$ cat config.mk
export PLATFORM = sky130hd
export DESIGN_NAME = seq_magnitude_comparator
export DESIGN_NICKNAME = d
export VERILOG_FILES = /design/src/rtl/seq_magnitude_comparator.sv
export SDC_FILE = /design/constraint.sdc
export NUM_CORES = 1
export LEC_CHECK = 0
export ABC_CLOCK_PERIOD_IN_PS = 2000
export BUFFER_PORTS_ARGS = -buffer_cell sky130_fd_sc_hd__buf_4
export CAP_MARGIN = 20
export CELL_PAD_IN_SITES_DETAIL_PLACEMENT = 0
export CELL_PAD_IN_SITES_GLOBAL_PLACEMENT = 1
export CORE_ASPECT_RATIO = 1.5
export CORE_MARGIN = 3
export CORE_UTILIZATION = 38
export CTS_CLUSTER_DIAMETER = 80
export CTS_CLUSTER_SIZE = 30
export DETAILED_ROUTE_END_ITERATION = 8
export PLACE_DENSITY = 0.76
export SKIP_CTS_REPAIR_TIMING = 1
export SLEW_MARGIN = 20
export SYNTH_ARGS = -nofsm -noshare
export SYNTH_HDL_FRONTEND = slang
export SYNTH_SLANG_ARGS = --single-unit
$ cat constraint.sdc
create_clock -name clk -period 2 [get_ports clk]
set_input_delay 0.1 -clock clk [delete_from_list [all_inputs] [get_ports clk]]
set_output_delay 0.1 -clock clk [all_outputs]
set_load 0.005 [all_outputs]
$ cat src/rtl/seq_magnitude_comparator.sv
// Multi-cycle MSB-first magnitude comparator with early exit on the first differing digit.
// Signed operands are handled by flipping the sign bit at capture so a plain unsigned digit compare orders them.
module seq_magnitude_comparator #(
    parameter int WIDTH = 8,
    parameter int DIGIT = 1
) (
    input  logic             clk,
    input  logic             rst_n,
    input  logic             start,
    input  logic [WIDTH-1:0] a,
    input  logic [WIDTH-1:0] b,
    input  logic             signed_mode,
    output logic             busy,
    output logic             done,
    output logic             gt,
    output logic             eq,
    output logic             lt
);

    localparam int N     = WIDTH / DIGIT;
    localparam int IDX_W = (N > 1) ? $clog2(N) : 1;
    localparam logic [WIDTH-1:0] MSB_MASK = {1'b1, {(WIDTH-1){1'b0}}};
    localparam logic [IDX_W-1:0] IDX_TOP  = IDX_W'(N - 1);

    typedef enum logic [1:0] {
        S_IDLE    = 2'd0,
        S_COMPARE = 2'd1,
        S_DONE    = 2'd2
    } state_t;

    state_t           r_state;
    state_t           w_next;
    logic [WIDTH-1:0] r_a;
    logic [WIDTH-1:0] r_b;
    logic [IDX_W-1:0] r_idx;
    logic             r_gt;
    logic             r_eq;
    logic             r_lt;

    logic             w_accept;
    logic [WIDTH-1:0] w_a_cap;
    logic [WIDTH-1:0] w_b_cap;
    logic [DIGIT-1:0] w_da;
    logic [DIGIT-1:0] w_db;
    logic             w_differ;
    logic             w_last;

    function automatic logic [DIGIT-1:0] digit_at(input logic [WIDTH-1:0] v,
                                                  input logic [IDX_W-1:0] idx);
        logic [WIDTH-1:0] shifted;
        shifted  = v >> (int'(idx) * DIGIT);
        digit_at = shifted[DIGIT-1:0];
    endfunction

    assign w_accept = start && ((r_state == S_IDLE) || (r_state == S_DONE));
    assign w_a_cap  = signed_mode ? (a ^ MSB_MASK) : a;
    assign w_b_cap  = signed_mode ? (b ^ MSB_MASK) : b;
    assign w_da     = digit_at(r_a, r_idx);
    assign w_db     = digit_at(r_b, r_idx);
    assign w_differ = (w_da != w_db);
    assign w_last   = (r_idx == '0);

    always_ff @(posedge clk or negedge rst_n) begin
        if (!rst_n) begin
            r_state <= S_IDLE;
        end else begin
            r_state <= w_next;
        end
    end

    always_comb begin
        w_next = r_state;
        case (r_state)
            S_IDLE:    w_next = start ? S_COMPARE : S_IDLE;
            S_COMPARE: w_next = (w_differ || w_last) ? S_DONE : S_COMPARE;
            S_DONE:    w_next = start ? S_COMPARE : S_IDLE;
            default:   w_next = S_IDLE;
        endcase
    end

    always_comb begin
        busy = (r_state == S_COMPARE);
        done = (r_state == S_DONE);
        gt   = r_gt;
        eq   = r_eq;
        lt   = r_lt;
    end

    // Operand capture, digit walk and result registers
    always_ff @(posedge clk or negedge rst_n) begin
        if (!rst_n) begin
            r_a   <= '0;
            r_b   <= '0;
            r_idx <= '0;
            r_gt  <= 1'b0;
            r_eq  <= 1'b0;
            r_lt  <= 1'b0;
        end else if (w_accept) begin
            r_a   <= w_a_cap;
            r_b   <= w_b_cap;
            r_idx <= IDX_TOP;
        end else if (r_state == S_COMPARE) begin
            if (w_differ) begin
                r_gt <= (w_da > w_db);
                r_lt <= (w_da < w_db);
                r_eq <= 1'b0;
            end else if (w_last) begin
                r_gt <= 1'b0;
                r_lt <= 1'b0;
                r_eq <= 1'b1;
            end else begin
                r_idx <= r_idx - 1'b1;
            end
        end
    end

endmodule

# ---- After elaboration in Yosys (flattened, before gate mapping)
# Index checks and enable logic that the tools add are counted.
# Widths: inputs -> output; s select.
dict set report word_totals {
  reg_bits 24
  input_bits 20
  output_inout_bits 5
  word_cells 44
}
dict set report classes {
  n_addsub 1
  order_cmp 2
  n_eq_ne 5
  shifts 2
  mux 14
  n_bitwise 3
  reduce_logical 10
}
# operator n
set op_table {}
lappend op_table {{$mux 8} 2}
lappend op_table {{$shr 8x3->1} 2}
lappend op_table {{$mux 3} 4}
lappend op_table {{$mux 1} 6}
lappend op_table {{$reduce_and 3->1} 2}
lappend op_table {{$ne 2x2->1 const B} 2}
lappend op_table {{$pmux 2 s2} 1}
lappend op_table {{$reduce_bool 2->1} 2}
lappend op_table {{$logic_not 3->1} 1}
lappend op_table {{$not 1->1} 3}
lappend op_table {{$sub 3x1->3 const B} 1}
lappend op_table {{$eq 2x1->1 const B} 1}
lappend op_table {{$eq 2x2->1 const B} 1}
lappend op_table {{$logic_not 2->1} 1}
lappend op_table {{$logic_or 1x1->1} 2}
lappend op_table {{$mux 2} 1}
lappend op_table {{$reduce_or 2->1} 1}
lappend op_table {{$gt 1x1->1} 1}
lappend op_table {{$logic_and 1x1->1} 1}
lappend op_table {{$lt 1x1->1} 1}
lappend op_table {{$ne 1x1->1} 1}

# ---- Depth between registers and ports, before layout
# Gate-level depths: netlist (run 1).
dict set report logic_depth {
  depth_word 5
  depth_mapped 7
  ltp_nobuf 6
}

# ---- Least setup slack after synthesis (run 1)
# Ideal clock, no wire load.
dict set report synth_timing {
  path_kind {flip-flop to flip-flop}
  start {reg r_idx[0]}
  end {reg r_gt (netlist: gt)}
  setup_time_ps 125
  arrival_ps 1964
  t_required_ps 1875
  slack_ps -88
  path_stages_with_launch 8
  n_path_buf 1
  synth_period_minus_slack_ps 2088
  path_cell_list {dfrtp_1 > buf_6 > mux4_1 > nand2_1 > and2_1 > ha_1 > a21oi_2 > mux2_2}
}
dict set report synth_via {
  elab_chain_len 4
  word_cells_on_any_way 8
  classes_between {order compare: 1; eq/ne: 1; shift: 2; mux: 1; reduce/logical: 3}
}
# element line
set synth_rtl {}
lappend synth_rtl {{from (decl)} 35} ;# logic [IDX_W-1:0] r_idx;
lappend synth_rtl {{from (signal assigned)} 112} ;# r_idx <= r_idx - 1'b1;
lappend synth_rtl {{$shr 8x3->1} 51} ;# shifted = v >> (int'(idx) * DIGIT);
lappend synth_rtl {{$ne 1x1->1} 60} ;# assign w_differ = (w_da != w_db);
lappend synth_rtl {{$reduce_bool 2->1 (no source line)} --}
lappend synth_rtl {{$reduce_and 3->1 (no source line)} --}
lappend synth_rtl {{to (signal assigned)} 104} ;# r_gt <= (w_da > w_db);
lappend synth_rtl {{to (decl)} 36} ;# logic r_gt;
# Several ways; a longest one is shown, not always the timed one.
# A chain may end at the register's enable or synchronous reset.

# ---- Worst setup path after layout (run 1)
# Ends and elaborated chain as after synthesis.

==> results.md, run 1 <==
- Global route overflow: 0
- Async SR Flop Fraction: 100%
- Final Hold Fails: 0
- Vias: 712
- Post-synth EDFFs: 0
- Fin worst setup slack: 7.33 ps
- Worst-path maximum fanout: 7
- Startpoint types: register
- CTS root buf: clkbuf_8
- Dpl ws: -119 ps
- WL per Instance: 13.3 µm
- Fillers: 249
- Met1 Usage GRT: 14.6%
- Hpwl dp: 1500 µm
- Std cell rows: 23
- Final Cycle Share: 99.6%
- # diodes: 0
- Die Area: 0.00372 mm²
- Io pins: 25
- Final setup viols: 0
- Setup repair after global routing missed its margin: yes
- Die width: 50.8 µm
- Post-synthesis cell area: 0.00115 mm²
- Minimum clock period: 1990 ps
- Synth top area share: 52.4%
- Status: completed
- R2R Setup Slk: 7 ps
- Maximum vdd ir drop: 0.836 mV
- Met2 Use GR: 21.9%
- H-tree depth: 1
- Lkg Pwr: 0.688 nW
- Pwr Total: 2.25 mW
- Cell taking the most area after synthesis: dfrtp_1
- Worst reg2reg startpoint: r_idx[0]
- Final antenna-violating net count: 0
- Clock-pin transition on the worst setup and hold timing paths: 80 ps
- Post-synthesis sequential area ratio: 52.4%
- Port Buffer Count: 24
- Clock Sink Count: 24
- Synth warnings: 0
- CP Capture Type: register
- PwrDens: 1530 mW/mm²
- Largest net degree at the start of global routing: 25
- Die height: 73.3 µm
- Worst R2R End: gt
- Total core area: 0.00279 mm²
- Most frequently used cell type in the post-synthesis netlist: dfrtp_1
- GR Layer Usage met3: 2.64%
- Worst Skew: 2.02 ps
- Max-Cap Viols: 0
- #FFs+latches synth: 24
- Cell variety after synth: 19
- RePlAce Congestion: 0.826
- Initial Util: 41.1%
- Via/cell ratio: 4.75
- Area Growth Syn to Fin: 28.5%
- Clk Latency, worst-skew pair: 260 ps
- Arrival @ worst endpoint: 2150 ps
- TritonRoute pass-1 iters: 2
- Max_slew headroom: 79.2%
- Post-synthesis net count: 108
- Vias in the first global route: 773
- Syn Area/Cell: 13.6 µm²
- Clock buffer depth: 2
- Layout cells sized above 1: 54.0%
- R2r worst-path depth: 6
- DRC errors left: 0
- Critical path class: reg2reg
- CP required: 2150 ps
- Area contributors post-synth: dfrtp_1, mux2_2, mux4_1
- Worst Hold Margin: 64.2 ps
- GRT Total Usage: 12.4%
- Hold path startpoint: b[5]
- Initial antenna violation count: 0
- CTS tree: built
- Busiest grt layer: met2
- DRT Wirelength: 2000 µm
- Type of the tightest min-delay check: in2reg
- Top FF cell, synth: dfrtp_1
- First-pass GRT wire length: 3480 µm
- F_max: 0.502 GHz
- CTS buffer count: 3
- Actual slew at the worst max-slew pin: 312 ps
- Nets: 138
- Slew Limit Fails: 0
- Hold Path Sink: r_b[5]
- Initial DRC Count: 12
- Worst Hold Path Cells: 2
- Mapped Cells: 84
- Top post-synthesis cells by count: dfrtp_1, mux2_2, nand2_1, nor2_1
## critical path, stage by stage, from the launching register on
cell     delay [ps]
dfrtp_2         460
mux4_2          530
nand2_2          80
and2_4          140
ha_4            200
a21oi_4         170
mux2_4          310
## sequential cells by signal, summed over array words and instances, names as in the netlist
signal	count
r_b	8
lt	1
r_state	2
r_idx	3
eq	1
r_a	8
gt	1
## placed cells by master (no fill, tap or decap), types with 4 or more instances in the layout
cell,instances
mux2_2,14
dfrtp_1,23
nor2_1,5
mux4_2,4
clkbuf_8,4
buf_4,27
nand2_2,5
## per-stage QoR
step	TNS [ps]	instance area, µm²	cells	utilization, %
floorplan	-43.2	1170	84	-
global placement	-308	1400	145	50.1
detailed placement	-392	1400	145	50.1
CTS	-517	1450	149	52.1
global route	-209	1470	150	52.8
finish	0	1470	150	52.8
## layer usage
metal | routed length, µm | vias to the layer above | part of all wire [%]
met5 | 0 | - | 0
met3 | 87 | 2 | 4.3
met1 | 844 | 343 | 42
li1 | - | 348 | -
met4 | 8 | 0 | 0.40
met2 | 1060 | 19 | 53
## final cells by class
cell class              instances  area, µm²  share of cell area, %
well taps                      37       46.3                   3.14
repair buffers                 28        213                   14.4
flip-flops and latches         24        602                   40.9
multi-input cells              54        546                   37.0
clock buffers                   4       55.1                   3.74
inverters                       3       11.3                  0.765
## logic make-up after synthesis
logic type                 after synthesis  share of synthesized area, %
AOI/OAI and AO/OA                        4                          2.40
DFF                                     24                          52.4
buffers and inverters                    6                          2.84
and+or+nand+nor                         21                          8.95
muxes                                   23                          27.5
adders and majority gates                4                          4.37
xor gates and xnor gates                 2                          1.53
## worst max-delay path by stage
stage,start,endpoint,slack [ps],depth (start not counted)
2_1_floorplan,r_idx[0],gt,-20,7
3_3_place_gp,r_idx[0],gt,-100,6
3_5_place_dp,r_idx[0],gt,-120,6
4_1_cts,r_idx[0],gt,-140,6
5_1_grt,r_idx[0],lt,-80,6
6_report,r_idx[0],gt,7,6
## where the power goes
group	switching, mW	internal [mW]	total [mW]
registers	0.152	0.715	0.868
logic	0.404	0.655	1.06
clock network	0.149	0.175	0.325
total	0.706	1.55	2.25
Power figures use the tool's default switching activity.
==> run 2: changes to the inputs <==
--- a/config.mk
+++ b/config.mk
@@ -8,11 +8,9 @@
 export ABC_CLOCK_PERIOD_IN_PS = 2000
 export BUFFER_PORTS_ARGS = -buffer_cell sky130_fd_sc_hd__buf_4
 export CAP_MARGIN = 20
-export CELL_PAD_IN_SITES_DETAIL_PLACEMENT = 0
-export CELL_PAD_IN_SITES_GLOBAL_PLACEMENT = 1
 export CORE_ASPECT_RATIO = 1.5
 export CORE_MARGIN = 3
-export CORE_UTILIZATION = 38
+export CORE_UTILIZATION = 47
 export CTS_CLUSTER_DIAMETER = 80
 export CTS_CLUSTER_SIZE = 30
 export DETAILED_ROUTE_END_ITERATION = 8
==> run 2 against run 1 <==
  * The run now ends with negative setup slack left
  * Critical path depth unchanged
  * Worst hold slack got worse by 60 ps
  * Final area decreased by 0.59%
  * Combinational power increased by 4%
  * Non-clock buffer count increased by 3
  * Critical path type unchanged
  * Critical endpoint is now lt
  * Largest power group unchanged
  * Highest routed layer unchanged
==> results.md, run 2 (synthesis gave the netlist of run 1 again) <==
- Worst-path maximum fanout: 6
- PwrDens: 1520 mW/mm²
- Sequential share of power: 39.0%
- # diodes: 0
- DRT Wirelength: 2100 µm
- WL per Instance: 15.1 µm
- Final Hold Fails: 0
- Die Area: 0.00308 mm²
- Largest net degree at the start of global routing: 25
- Fin worst setup slack: -13.8 ps
- Initial Util: 50.1%
- Vias: 749
- RePlAce Congestion: 0.826
- Layout cells sized above 1: 53.4%
- Std cell rows: 21
- Clock Sink Count: 24
- Setup repair after global routing missed its margin: yes
- Actual slew at the worst max-slew pin: 307 ps
- Worst Hold Margin: 4.48 ps
- Io pins: 25
- Area Growth Syn to Fin: 27.7%
- Clock-pin transition on the worst setup and hold timing paths: 130 ps
- Commonest non-fill, non-tap cell in the layout: buf_4
- R2R Setup Slk: -10 ps
- Dpl ws: -137 ps
- Slew Limit Fails: 0
- Type of the tightest min-delay check: in2reg
- Final Cycle Share: 101%
- DRC errors left: 0
- Clock buffer depth: 2
- CP required: 2220 ps
- Clk pwr share: 11.6%
- Max-Cap Viols: 0
- Clk Latency, worst-skew pair: 310 ps
- Arrival @ worst endpoint: 2230 ps
- H-tree depth: 1
- Initial antenna violation count: 0
- Biggest regs: r_a: 8 flops, r_b: 8 flops, r_idx: 3 flops
- TritonRoute pass-1 iters: 3
- Die height: 66.5 µm
- Worst setup path startpoint: r_idx[0]
- Sw Share: 32.8%
- Lkg Pwr: 0.693 nW
- CP Capture Type: register
- Logic pwr share: 49.5%
- CTS tree: built
- Commonest cells after routing, fill and taps aside: buf_4, dfrtp_1, mux2_2
- Final antenna-violating net count: 0
- Status: finished with violations
- Startpoint types: register
- Port Buffer Count: 24
- Hpwl dp: 1540 µm
- Via/cell ratio: 5.39
- Die width: 46.3 µm
- P_int: 1.49 mW
- F_max: 0.497 GHz
- Critical path class: reg2reg
- Worst Skew: 1.70 ps
- Nets: 141
- Initial DRC Count: 13
- First-pass GRT wire length: 3260 µm
- Total core area: 0.00229 mm²
- Net switching power: 730 µW
- Max_slew headroom: 79.6%
- Maximum vdd ir drop: 0.683 mV
- Global route overflow: 0
- Minimum clock period: 2010 ps
- Vias in the first global route: 781
- CTS buffer count: 3
- GRT Total Usage: 14.7%
- Hold path startpoint: a[2]
- Worst reg2reg startpoint: r_idx[0]
- Final setup viols: 2
- Failing checks: negative setup slack
- CTS root buf: clkbuf_4
-- run 2: path summary, 6_finish.rpt --
check,to,depth (start not counted)
min in group asynchronous,r_a[5],2
worst max register to register,lt,6
worst min-delay path,r_a[2],2
worst max-delay path,lt,6
max in group asynchronous,r_idx[0],2
worst min register to register,eq,1
-- run 2: power by group through the flow --
stage                     combinational, mW  sequential (mW)  clock, mW
after floorplan                       0.777            0.801          0
after global placement                0.972            0.858          0
after detailed placement               1.02            0.866          0
after CTS                              1.02            0.853      0.261
after global routing                   1.21            0.898      0.278
final                                  1.10            0.867      0.257
-- run 2: critical path, stage by stage, from the launching register on --
cell and delay, ps:
dfrtp_2 470, mux4_2 540, nand2_2 80, and2_4 140, ha_4 200, a21oi_4 170, mux2_4 310
-- run 2: layout make-up --
class / count / area (µm²)
fill: 194 / 822
sequential: 24 / 602
multi-input combinational: 54 / 546
timing repair buffer: 31 / 240
clock buffer: 4 / 36.3
tap: 23 / 28.8
inverter: 3 / 11.3
-- run 2: through the flow --
stage	utilization, %	power (mW)	cell area, µm²	std cells	setup TNS (ps)
after floorplan	-	1.58	1170	84	-43.2
after detailed placement	60.4	1.89	1380	131	-455
final	64.0	2.22	1460	139	-26.0
after global routing	64.0	2.39	1460	139	-264
after CTS	62.0	2.14	1420	135	-598
after global placement	60.4	1.83	1380	131	-250
-- run 2: per-layer routing --
layer	part of all wire, %	vias up	track usage, %	wire length, µm
li1	-	356	-	-
met1	40	371	15.6	839
met2	54	18	27.6	1140
met3	4.5	4	1.89	94
met4	1.2	0	5.34	25
met5	0	-	0	0
==> run 3: changes to the inputs <==
--- a/config.mk
+++ b/config.mk
@@ -5,7 +5,7 @@
 export SDC_FILE = /design/constraint.sdc
 export NUM_CORES = 1
 export LEC_CHECK = 0
-export ABC_CLOCK_PERIOD_IN_PS = 2000
+export ABC_CLOCK_PERIOD_IN_PS = 1800
 export BUFFER_PORTS_ARGS = -buffer_cell sky130_fd_sc_hd__buf_4
 export CAP_MARGIN = 20
 export CORE_ASPECT_RATIO = 1.5
==> constraint.sdc (replaced) <==
create_clock -name clk -period 1.8 [get_ports clk]
set_input_delay 0.09 -clock clk [delete_from_list [all_inputs] [get_ports clk]]
set_output_delay 0.09 -clock clk [all_outputs]
set_load 0.005 [all_outputs]
==> run 3 against run 2 <==
  * The run still ends with negative setup slack left
  * Global-route usage rose by 0.91 points
  * Flip-flop and latch count did not move
  * Cell count rose by 2.9%
  * Via count did not move
  * Routed wire length fell by 4.2%
  * Critical path depth rose by 1
  * Combinational power rose by 13%
  * Utilization rose by 1.2 points
  * Register-to-register slack got worse by 210 ps
  * Clock-buffer cell count fell by 1
  * Worst setup slack got worse by 210 ps
  * Critical path type unchanged
==> results.md, run 3 (synthesis gave the netlist of run 1 again) <==
- Status: finished with violations
- Failing checks: negative setup slack
- Max_slew headroom: 80.5%
- CTS tree: built
- TritonRoute pass-1 iters: 4
- Type of the tightest min-delay check: in2reg
- Minimum clock period: 2020 ps
- Final setup viols: 7
- Vias in the first global route: 773
- Total core area: 0.00229 mm²
- WL met3: 86 µm
- Initial DRC Count: 8
- Via/cell ratio: 5.24
- Port Buffer Count: 24
- Die Area: 0.00308 mm²
- Vias: 749
- Critical path class: reg2reg
- Clock-pin transition on the worst setup and hold timing paths: 120 ps
- Area Growth Syn to Fin: 30.1%
- Slew Limit Fails: 0
- Slowest stage delay, CP: 500 ps
- Dpl ws: -228 ps
- Global route overflow: 0
- Pwr Total: 2.40 mW
- Biggest regs: r_a: 8 flops, r_b: 8 flops, r_idx: 3 flops
- Worst-path maximum fanout: 5
- Setup repair after global routing missed its margin: yes
- Utilization after layout: 65.2%
- Commonest non-fill, non-tap cell in the layout: buf_4
- Final Hold Fails: 0
- CP Capture Type: register
- Io pins: 25
- # diodes: 0
- Arrival @ worst endpoint: 2230 ps
- CTS root buf: clkbuf_4
- DRT Wirelength: 2010 µm
- Initial antenna violation count: 0
- RePlAce Congestion: 0.730
- Maximum vdd ir drop: 0.892 mV
- Met2 routed WL: 1110 µm
- Worst reg2reg startpoint: r_idx[0]
- PwrDens: 1610 mW/mm²
- Worst setup path startpoint: r_idx[0]
- Hold path startpoint: a[4]
- Die width: 46.3 µm
- Fillers: 183
- CP required: 2010 ps
- H-tree depth: 1
- Final Cycle Share: 112%
- Die height: 66.5 µm
- Uppermost layer routed: met4
- Clock Sink Count: 24
- Max-Cap Viols: 0
- Lkg Pwr: 0.707 nW
- Layout cells sized above 1: 49.2%
- Nets: 146
- Clk Latency, worst-skew pair: 310 ps
- DRC errors left: 0
- Largest net degree at the start of global routing: 25
- Worst Skew: 6.61 ps
- Hpwl dp: 1540 µm
- Std cell rows: 21
- Crit path cell chain: buf_4 -> mux4_2 -> nand2_2 -> and2_4 -> ha_4 -> a21oi_4 -> mux2_4
- CP max stage cell: mux4_2
- Initial Util: 50.1%
- CTS buffer count: 3
- F_max: 0.495 GHz
- GRT Total Usage: 15.6%
- Commonest cells after routing, fill and taps aside: buf_4, dfrtp_1, mux2_2
- Startpoint types: register
- Actual slew at the worst max-slew pin: 293 ps
- First-pass GRT wire length: 3400 µm
- Metal-1 WL: 753 µm
- WL per Instance: 14.1 µm
- Final antenna-violating net count: 0
- Fin worst setup slack: -222 ps
- Clock buffer depth: 2
[run 3: cell types whose count changed in the layout (fill, tap and decap cells not counted), sizes merged]
cell,delta
dlygate4sd3,+4
buf,+1
clkbuf,-1
[run 3: worst paths after layout]
path | to | slack [ps] | cells after the start
min in group asynchronous | r_state[1] | 190 | 2
max | gt | -220 | 7
min | r_a[4] | 3 | 2
min reg2reg | eq | 510 | 1
max reg2reg | gt | -220 | 7
max in group asynchronous | r_b[3] | 1380 | 2
[run 3: final cells by class]
type	instances	area, µm²	share of cell area (%)
Timing Repair Buffer	36	288	19.3
Inverter	3	11.3	0.755
Tap cell	23	28.8	1.93
Multi-Input combinational cell	54	541	36.2
Clock buffer	3	22.5	1.51
Sequential cell	24	601	40.3
[run 3: where the power goes]
part | switching (mW) | internal [mW]
clock network | 0.152 | 0.0783
logic | 0.478 | 0.758
registers | 0.147 | 0.791
[run 3: critical path: cells and delay by family, from the launching register on]
| family | cells | cell delay (ps) |
|---|---|---|
| AOI/OAI and AO/OA | 1 | 170 |
| adders and majority gates | 1 | 200 |
| buffers and inverters | 1 | 140 |
| DFF | 1 | 370 |
| muxes | 2 | 810 |
| and+or+nand+nor | 2 | 230 |
[run 3: per-stage QoR]
step,cells,cell area [µm²],setup TNS [ps],hold slack [ps]
3_5_place_dp,133,1390,-1150,-0.00955
3_3_place_gp,133,1390,-853,0.632
5_1_grt,143,1490,-1550,3.21
2_1_floorplan,84,1160,-337,-206
4_1_cts,136,1410,-1340,-350
6_report,143,1490,-953,3.32
[run 3: metal layers]
layer / vias to the layer above / global-route usage, %
met5: - / 0
met4: 0 / 9.61
met3: 4 / 1.89
met2: 18 / 27.2
met1: 365 / 16.8
li1: 362 / -
